$ cat config.mk
export PLATFORM = sky130hd
export DESIGN_NAME = rv_decode_stage
export DESIGN_NICKNAME = d
export VERILOG_FILES = /design/src/rtl/rv_decode_stage.sv
export SDC_FILE = /design/constraint.sdc
export NUM_CORES = 1
export LEC_CHECK = 0
export CORE_UTILIZATION = 29
export DETAILED_ROUTE_END_ITERATION = 16
export HOLD_SLACK_MARGIN = 0.12
export SLEW_MARGIN = 20
export SYNTH_ARGS = -nofsm -noshare
export SYNTH_HDL_FRONTEND = slang
export SYNTH_SLANG_ARGS = --single-unit
$ cat constraint.sdc
create_clock -name clk -period 4.6 [get_ports clk]
set_input_delay 0.69 -clock clk [delete_from_list [all_inputs] [get_ports clk]]
set_output_delay 0.69 -clock clk [all_outputs]
set_load 0.01 [all_outputs]
$ cat src/rtl/rv_decode_stage.sv
// rtl/rv_decode_stage.sv - registered RV32I(+timer) decode stage with 2-entry skid buffer
//
// Decodes a raw instruction into the control bundle consumed by the ALU,
// branch unit, LSU and timer block. The bundle is registered behind a
// valid/ready handshake. A skid register makes in_ready depend only on state.
//
// Ports:
//   clk, reset              clock (rising edge), synchronous active-high reset
//   in_valid, in_ready      fetch-side handshake (in_ready = !skid_valid)
//   in_instr[31:0]          raw instruction
//   out_valid, out_ready    execute-side handshake
//   out_alu_cntrl[ALU_W]    ALU operation code (all ones = none/illegal)
//   out_mem_to_reg, out_load, out_store, out_jump, out_lui   class strobes
//   out_branch[5:0]         one-hot {bgeu,bltu,bge,blt,bne,beq}
//   out_illegal             bundle is an illegal instruction
//   out_funct3[2:0]         funct3 pass-through for LSU width select
//   timer_en[TIMER_CH]      per-channel timer enable state
//   illegal_cnt[ERR_CNT_W]  saturating count of accepted illegal instructions
module rv_decode_stage #(
  parameter int ALU_W     = 6,
  parameter int TIMER_CH  = 4,
  parameter int ERR_CNT_W = 8
) (
  input  logic                 clk,
  input  logic                 reset,
  input  logic                 in_valid,
  output logic                 in_ready,
  input  logic [31:0]          in_instr,
  output logic                 out_valid,
  input  logic                 out_ready,
  output logic [ALU_W-1:0]     out_alu_cntrl,
  output logic                 out_mem_to_reg,
  output logic                 out_load,
  output logic                 out_store,
  output logic                 out_jump,
  output logic                 out_lui,
  output logic [5:0]           out_branch,
  output logic                 out_illegal,
  output logic [2:0]           out_funct3,
  output logic [TIMER_CH-1:0]  timer_en,
  output logic [ERR_CNT_W-1:0] illegal_cnt
);

  // Bundle layout: {alu, mem_to_reg, load, store, jump, lui, branch[5:0], illegal, funct3[2:0]}
  localparam int BW = ALU_W + 15;
  localparam logic [BW-1:0] RST_BUNDLE = {{ALU_W{1'b1}}, 15'b0};
  localparam logic [6:0] TIMER_CH_7 = 7'(TIMER_CH);

  logic [6:0] opcode;
  logic [2:0] funct3;
  logic [6:0] funct7;
  assign opcode = in_instr[6:0];
  assign funct3 = in_instr[14:12];
  assign funct7 = in_instr[31:25];

  // Register and immediate fields are not needed for control decode.
  logic unused_instr_bits;
  assign unused_instr_bits = ^{in_instr[24:15], in_instr[11:7]};

  logic [5:0] code;
  logic       ill, mtr, ld, st, jmp, lui, tset, tclr;
  logic [5:0] br;

  always_comb begin
    code = 6'h3F;
    ill  = 1'b0;
    mtr  = 1'b0;
    ld   = 1'b0;
    st   = 1'b0;
    jmp  = 1'b0;
    lui  = 1'b0;
    br   = 6'b0;
    tset = 1'b0;
    tclr = 1'b0;
    case (opcode)
      7'b0110011: begin
        if (funct7 == 7'b0000000) begin
          case (funct3)
            3'b000:  code = 6'd0;
            3'b001:  code = 6'd2;
            3'b010:  code = 6'd3;
            3'b011:  code = 6'd4;
            3'b100:  code = 6'd5;
            3'b101:  code = 6'd6;
            3'b110:  code = 6'd8;
            default: code = 6'd9;
          endcase
        end else if (funct7 == 7'b0100000 && funct3 == 3'b000) begin
          code = 6'd1;
        end else if (funct7 == 7'b0100000 && funct3 == 3'b101) begin
          code = 6'd7;
        end else begin
          ill = 1'b1;
        end
      end
      7'b0010011: begin
        case (funct3)
          3'b000: code = 6'd10;
          3'b001: if (funct7 == 7'b0000000) code = 6'd11; else ill = 1'b1;
          3'b010: code = 6'd12;
          3'b011: code = 6'd13;
          3'b100: code = 6'd14;
          3'b101: begin
            // SRAI shares the R-type SRA code
            if (funct7 == 7'b0000000)      code = 6'd15;
            else if (funct7 == 7'b0100000) code = 6'd7;
            else                           ill  = 1'b1;
          end
          3'b110:  code = 6'd16;
          default: code = 6'd17;
        endcase
      end
      7'b0000011: begin
        ld  = 1'b1;
        mtr = 1'b1;
        case (funct3)
          3'b000:  code = 6'd18;
          3'b001:  code = 6'd19;
          3'b010:  code = 6'd20;
          3'b100:  code = 6'd21;
          3'b101:  code = 6'd22;
          default: ill  = 1'b1;
        endcase
      end
      7'b0100011: begin
        st = 1'b1;
        case (funct3)
          3'b000:  code = 6'd23;
          3'b001:  code = 6'd24;
          3'b010:  code = 6'd25;
          default: ill  = 1'b1;
        endcase
      end
      7'b1100011: begin
        case (funct3)
          3'b000:  begin code = 6'd26; br = 6'b000001; end
          3'b001:  begin code = 6'd27; br = 6'b000010; end
          3'b100:  begin code = 6'd28; br = 6'b000100; end
          3'b101:  begin code = 6'd29; br = 6'b001000; end
          3'b110:  begin code = 6'd30; br = 6'b010000; end
          3'b111:  begin code = 6'd31; br = 6'b100000; end
          default: ill = 1'b1;
        endcase
      end
      7'b1101111: begin
        code = 6'd32;
        jmp  = 1'b1;
      end
      7'b1100111: begin
        if (funct3 == 3'b000) begin
          code = 6'd38;
          jmp  = 1'b1;
        end else begin
          ill = 1'b1;
        end
      end
      7'b0110111: begin
        code = 6'd37;
        lui  = 1'b1;
      end
      7'b0100101: begin
        // funct7 carries the channel index for enable/disable
        case (funct3)
          3'b000:  if (funct7 < TIMER_CH_7) tset = 1'b1; else ill = 1'b1;
          3'b111:  if (funct7 < TIMER_CH_7) tclr = 1'b1; else ill = 1'b1;
          3'b001:  code = 6'd33;
          3'b010:  code = 6'd34;
          3'b100:  code = 6'd35;
          3'b101:  code = 6'd36;
          default: ill  = 1'b1;
        endcase
      end
      default: ill = 1'b1;
    endcase
    if (ill) begin
      code = 6'h3F;
      mtr  = 1'b0;
      ld   = 1'b0;
      st   = 1'b0;
      jmp  = 1'b0;
      lui  = 1'b0;
      br   = 6'b0;
    end
  end

  // Code 63 is the "none" marker and widens to all ones for any ALU_W.
  logic [ALU_W-1:0] dec_alu;
  assign dec_alu = (code == 6'h3F) ? {ALU_W{1'b1}} : ALU_W'(code);

  logic [BW-1:0] dec_bundle;
  assign dec_bundle = {dec_alu, mtr, ld, st, jmp, lui, br, ill, funct3};

  logic [BW-1:0] out_q, skid_q;
  logic          skid_valid;
  logic          accept, load_out;

  assign in_ready = !skid_valid;
  assign accept   = in_valid && in_ready;
  assign load_out = !out_valid || out_ready;

  always_ff @(posedge clk) begin
    if (reset) begin
      out_valid  <= 1'b0;
      out_q      <= RST_BUNDLE;
      skid_valid <= 1'b0;
      skid_q     <= RST_BUNDLE;
    end else if (load_out) begin
      // in_ready is low while the skid is full, so accept cannot coincide with a skid drain
      if (skid_valid) begin
        out_q      <= skid_q;
        out_valid  <= 1'b1;
        skid_valid <= 1'b0;
      end else if (accept) begin
        out_q     <= dec_bundle;
        out_valid <= 1'b1;
      end else begin
        out_valid <= 1'b0;
      end
    end else if (accept) begin
      skid_q     <= dec_bundle;
      skid_valid <= 1'b1;
    end
  end

  assign {out_alu_cntrl, out_mem_to_reg, out_load, out_store, out_jump, out_lui,
          out_branch, out_illegal, out_funct3} = out_q;

  // Side effects take place at acceptance, regardless of downstream stall.
  always_ff @(posedge clk) begin
    if (reset) begin
      timer_en    <= '0;
      illegal_cnt <= '0;
    end else if (accept) begin
      for (int i = 0; i < TIMER_CH; i++) begin
        if (funct7 == 7'(i)) begin
          if (tset) timer_en[i] <= 1'b1;
          if (tclr) timer_en[i] <= 1'b0;
        end
      end
      if (ill && illegal_cnt != {ERR_CNT_W{1'b1}})
        illegal_cnt <= illegal_cnt + ERR_CNT_W'(1);
    end
  end

endmodule

==> results_dict.tcl <==
set metrics [dict create \
    ys_types 68 \
    setup_viol_count_final 0 \
    synth-async-reset-ratio_pct 0 \
    synth_top_cell_by_area "dfxtp_1" \
    cts_buffers 5 \
    hold_path.class "register to register" \
    cts_setup_buffers 0 \
    ys.flop_type "dfxtp_1" \
    ios 71 \
    drv_slew 0 \
    grt_pass1_vias 2890 \
    routabilityCongestion 0.8899 \
    rows 37 \
    status "completed" \
    antenna_left 0 \
    coreArea_um2 10460 \
    io_buffer_count 55 \
    grt_pass1_wl_mm 14.31 \
    clockBufferDepth 2 \
    area_growth_syn_to_layout_pct 22.26 \
    start_util_pct 30.35 \
    yosysTopAreaCellShare_pct 34.04 \
    track_usage_pct 15.33 \
    rsz0062_at_grt "false" \
    register_area_um2 1081 \
    synth.area.top_cells "dfxtp_1, nor2_1, a21oi_1, o21ai_0, nand2_1" \
    vias_per_cell 5.413 \
    power_uw 960.0 \
    antenna_found_initial 0 \
    yosys.area_share.simple_pct 31.76 \
    postCtsHoldBufs 0 \
    period_needed_ns 3.260 \
    avgSynthCellArea_um2 7.802 \
    hold_viol_final 0 \
    irDropWorstVdd_mv 0.1592 \
    final_util_pct 37.11 \
    synth_mux_area_share_pct 3.191 \
    dr.pass1.iters 4 \
    wl_mm 8.508 \
    first_iter_violations 208 \
    finalSetupTns_ns 0 \
    cp-end-kind "register" \
    nNetsFinal 479 \
    critical_path.max_fanout 21 \
    synthXorXnorAreaFrac_pct 0.8274 \
    ys_ff_latch 54 \
    start_kind "input pin" \
    drive_gt1_share_pct 7.901 \
    synth_cells 407 \
    timing.fmax_ghz 0.3067 \
    clk_latency_ns 0.31 \
    dr_total_vias 3134 \
    synth_seq_area_share_pct 34.04 \
    cts_root_buf "clkbuf_8" \
    synth_fa_ha_area_share_pct 0.3940 \
    critPathKind "input pin to register" \
    synth_commonest_cells "dfxtp_1, nor2_1, nand2_1, a21oi_1, o21ai_0" \
    grt_max_degree 62 \
    grt_overflow_total 0 \
    synth_edf_count 0 \
    num-fill-cells 1139 \
    cts_tree "yes" \
    yosys_warnings 0 \
    path_clk_slew_ns 0.12 \
    synth_nets 444 \
    num_antenna_cells 0 \
    drc_errors 0 \
    fin_skew_ns 0.01530 \
    worstMarginPinSlew_ns 1.056 \
    die_y_um 106.6 \
    clock_sinks 54 \
    slew_headroom_pct 29.63 \
    multi_input_area_um2 1913 \
    wl_per_cell_um 14.69 \
    p_per_area_nw_per_um2 247.3 \
    synth_top_family_by_area "simple AND/OR/NAND/NOR gates" \
    die_w_um 106.6 \
    critPathRequiredTime_ns 4.82 \
    synth_compound_area_share_pct 24.07 \
    p_leak_nw 1.279 \
    synth.cell_area_um2 3176 \
    die_area_um2 11370 \
    dp_hpwl_mm 6.090 \
    cts_max_level 2 \
    worstPathArrival_ns 3.48 \
    synth_most_common_cell "dfxtp_1" \
    post-route-period-util_pct 70.87 \
    cts.repair.resized 0 \
    maxCapViolCount 0 \
]
==> power by group <==
group / switching, mW / internal (mW)
clock: 0.172 / 0.114
combinational: 0.100 / 0.0796
sequential: 0.0107 / 0.484
total: 0.282 / 0.678
==> routing by layer <==
layer | vias to the layer above | part of all wire, % | GRT usage [%]
li1 | 1563 | - | -
met4 | 0 | 2.2 | 4.403
met3 | 16 | 4.7 | 2.614
met2 | 90 | 45 | 24.33
met5 | - | 0 | 0
met1 | 1465 | 48 | 21.22
==> per-stage QoR <==
| stage | hold slack, ns | setup slack [ns] | cells | cell area, um^2 |
|---|---|---|---|---|
| 6_report | 0.4617 | 1.340 | 579 | 3882 |
| 5_1_grt | 0.4839 | 1.193 | 579 | 3882 |
| 4_1_cts | 0.4637 | 1.441 | 579 | 3882 |
| 3_5_place_dp | 0.4490 | 1.097 | 571 | 3785 |
| 3_3_place_gp | 0.4396 | 1.129 | 571 | 3785 |
| 2_1_floorplan | 0.4323 | 2.217 | 407 | 3176 |
==> worst max-delay path, cell delays in order <==
cell and delay, ns:
clkdlybuf4s50_1 0.83, nor3b_1 0.37, nand4b_1 0.32, a31oi_1 0.40, and4b_4 0.47, nor2b_1 0.12, mux2_2 0.28
==> final cells by class <==
class / instances / share of cell area, %
clock buffer: 5 / 1.772
inverter: 4 / 0.3867
multi-input combinational: 314 / 49.27
tap: 136 / 4.383
sequential: 54 / 27.84
clock inverter: 3 / 0.7412
timing repair buffer: 63 / 15.60
==> flip-flops by register name (all words and copies together), names as in the netlist <==
name         cells
timer_en         4
skid_q          20
out_q           20
illegal_cnt      8
out_valid        1
skid_valid       1
==> final timing paths <==
check,from,slack [ns],endpoint,cells after the start
worst max register to register,skid_valid$_SDFFE_PP0P_,2.16,skid_q[19]$_SDFFE_PP1P_,6
worst min-delay path,timer_en[0]$_SDFFE_PP0P_,0.46,timer_en[0]$_SDFFE_PP0P_,2
worst min register to register,timer_en[0]$_SDFFE_PP0P_,0.46,timer_en[0]$_SDFFE_PP0P_,2
worst max-delay path,in_instr[6],1.34,illegal_cnt[0]$_SDFFE_PP0P_,7
==> cell usage in the layout (no fill, tap or decap), types with 6 or more instances in the layout <==
cell type         n
nor2_1           48
nand3_1          13
buf_4             8
nand2b_1          7
and3_1            6
or3_1             9
a31oi_1           7
clkdlybuf4s50_1  54
nor3_1           17
a21oi_1          33
nand2_1          35
dfxtp_1          54
o21ai_0          27
mux2i_1           9
nor2b_1           7
a211oi_1         10
nand3b_1          9
==> logic make-up (layout without fill, tap and decap cells) <==
family / after synthesis / in the layout
compound gates: 116 / 116
buf+inv: 39 / 75
fa+ha+maj: 1 / 1
xor+xnor: 3 / 3
simple gates: 184 / 184
flops: 54 / 54
mux: 10 / 10
(Power assumes the default switching activity.)
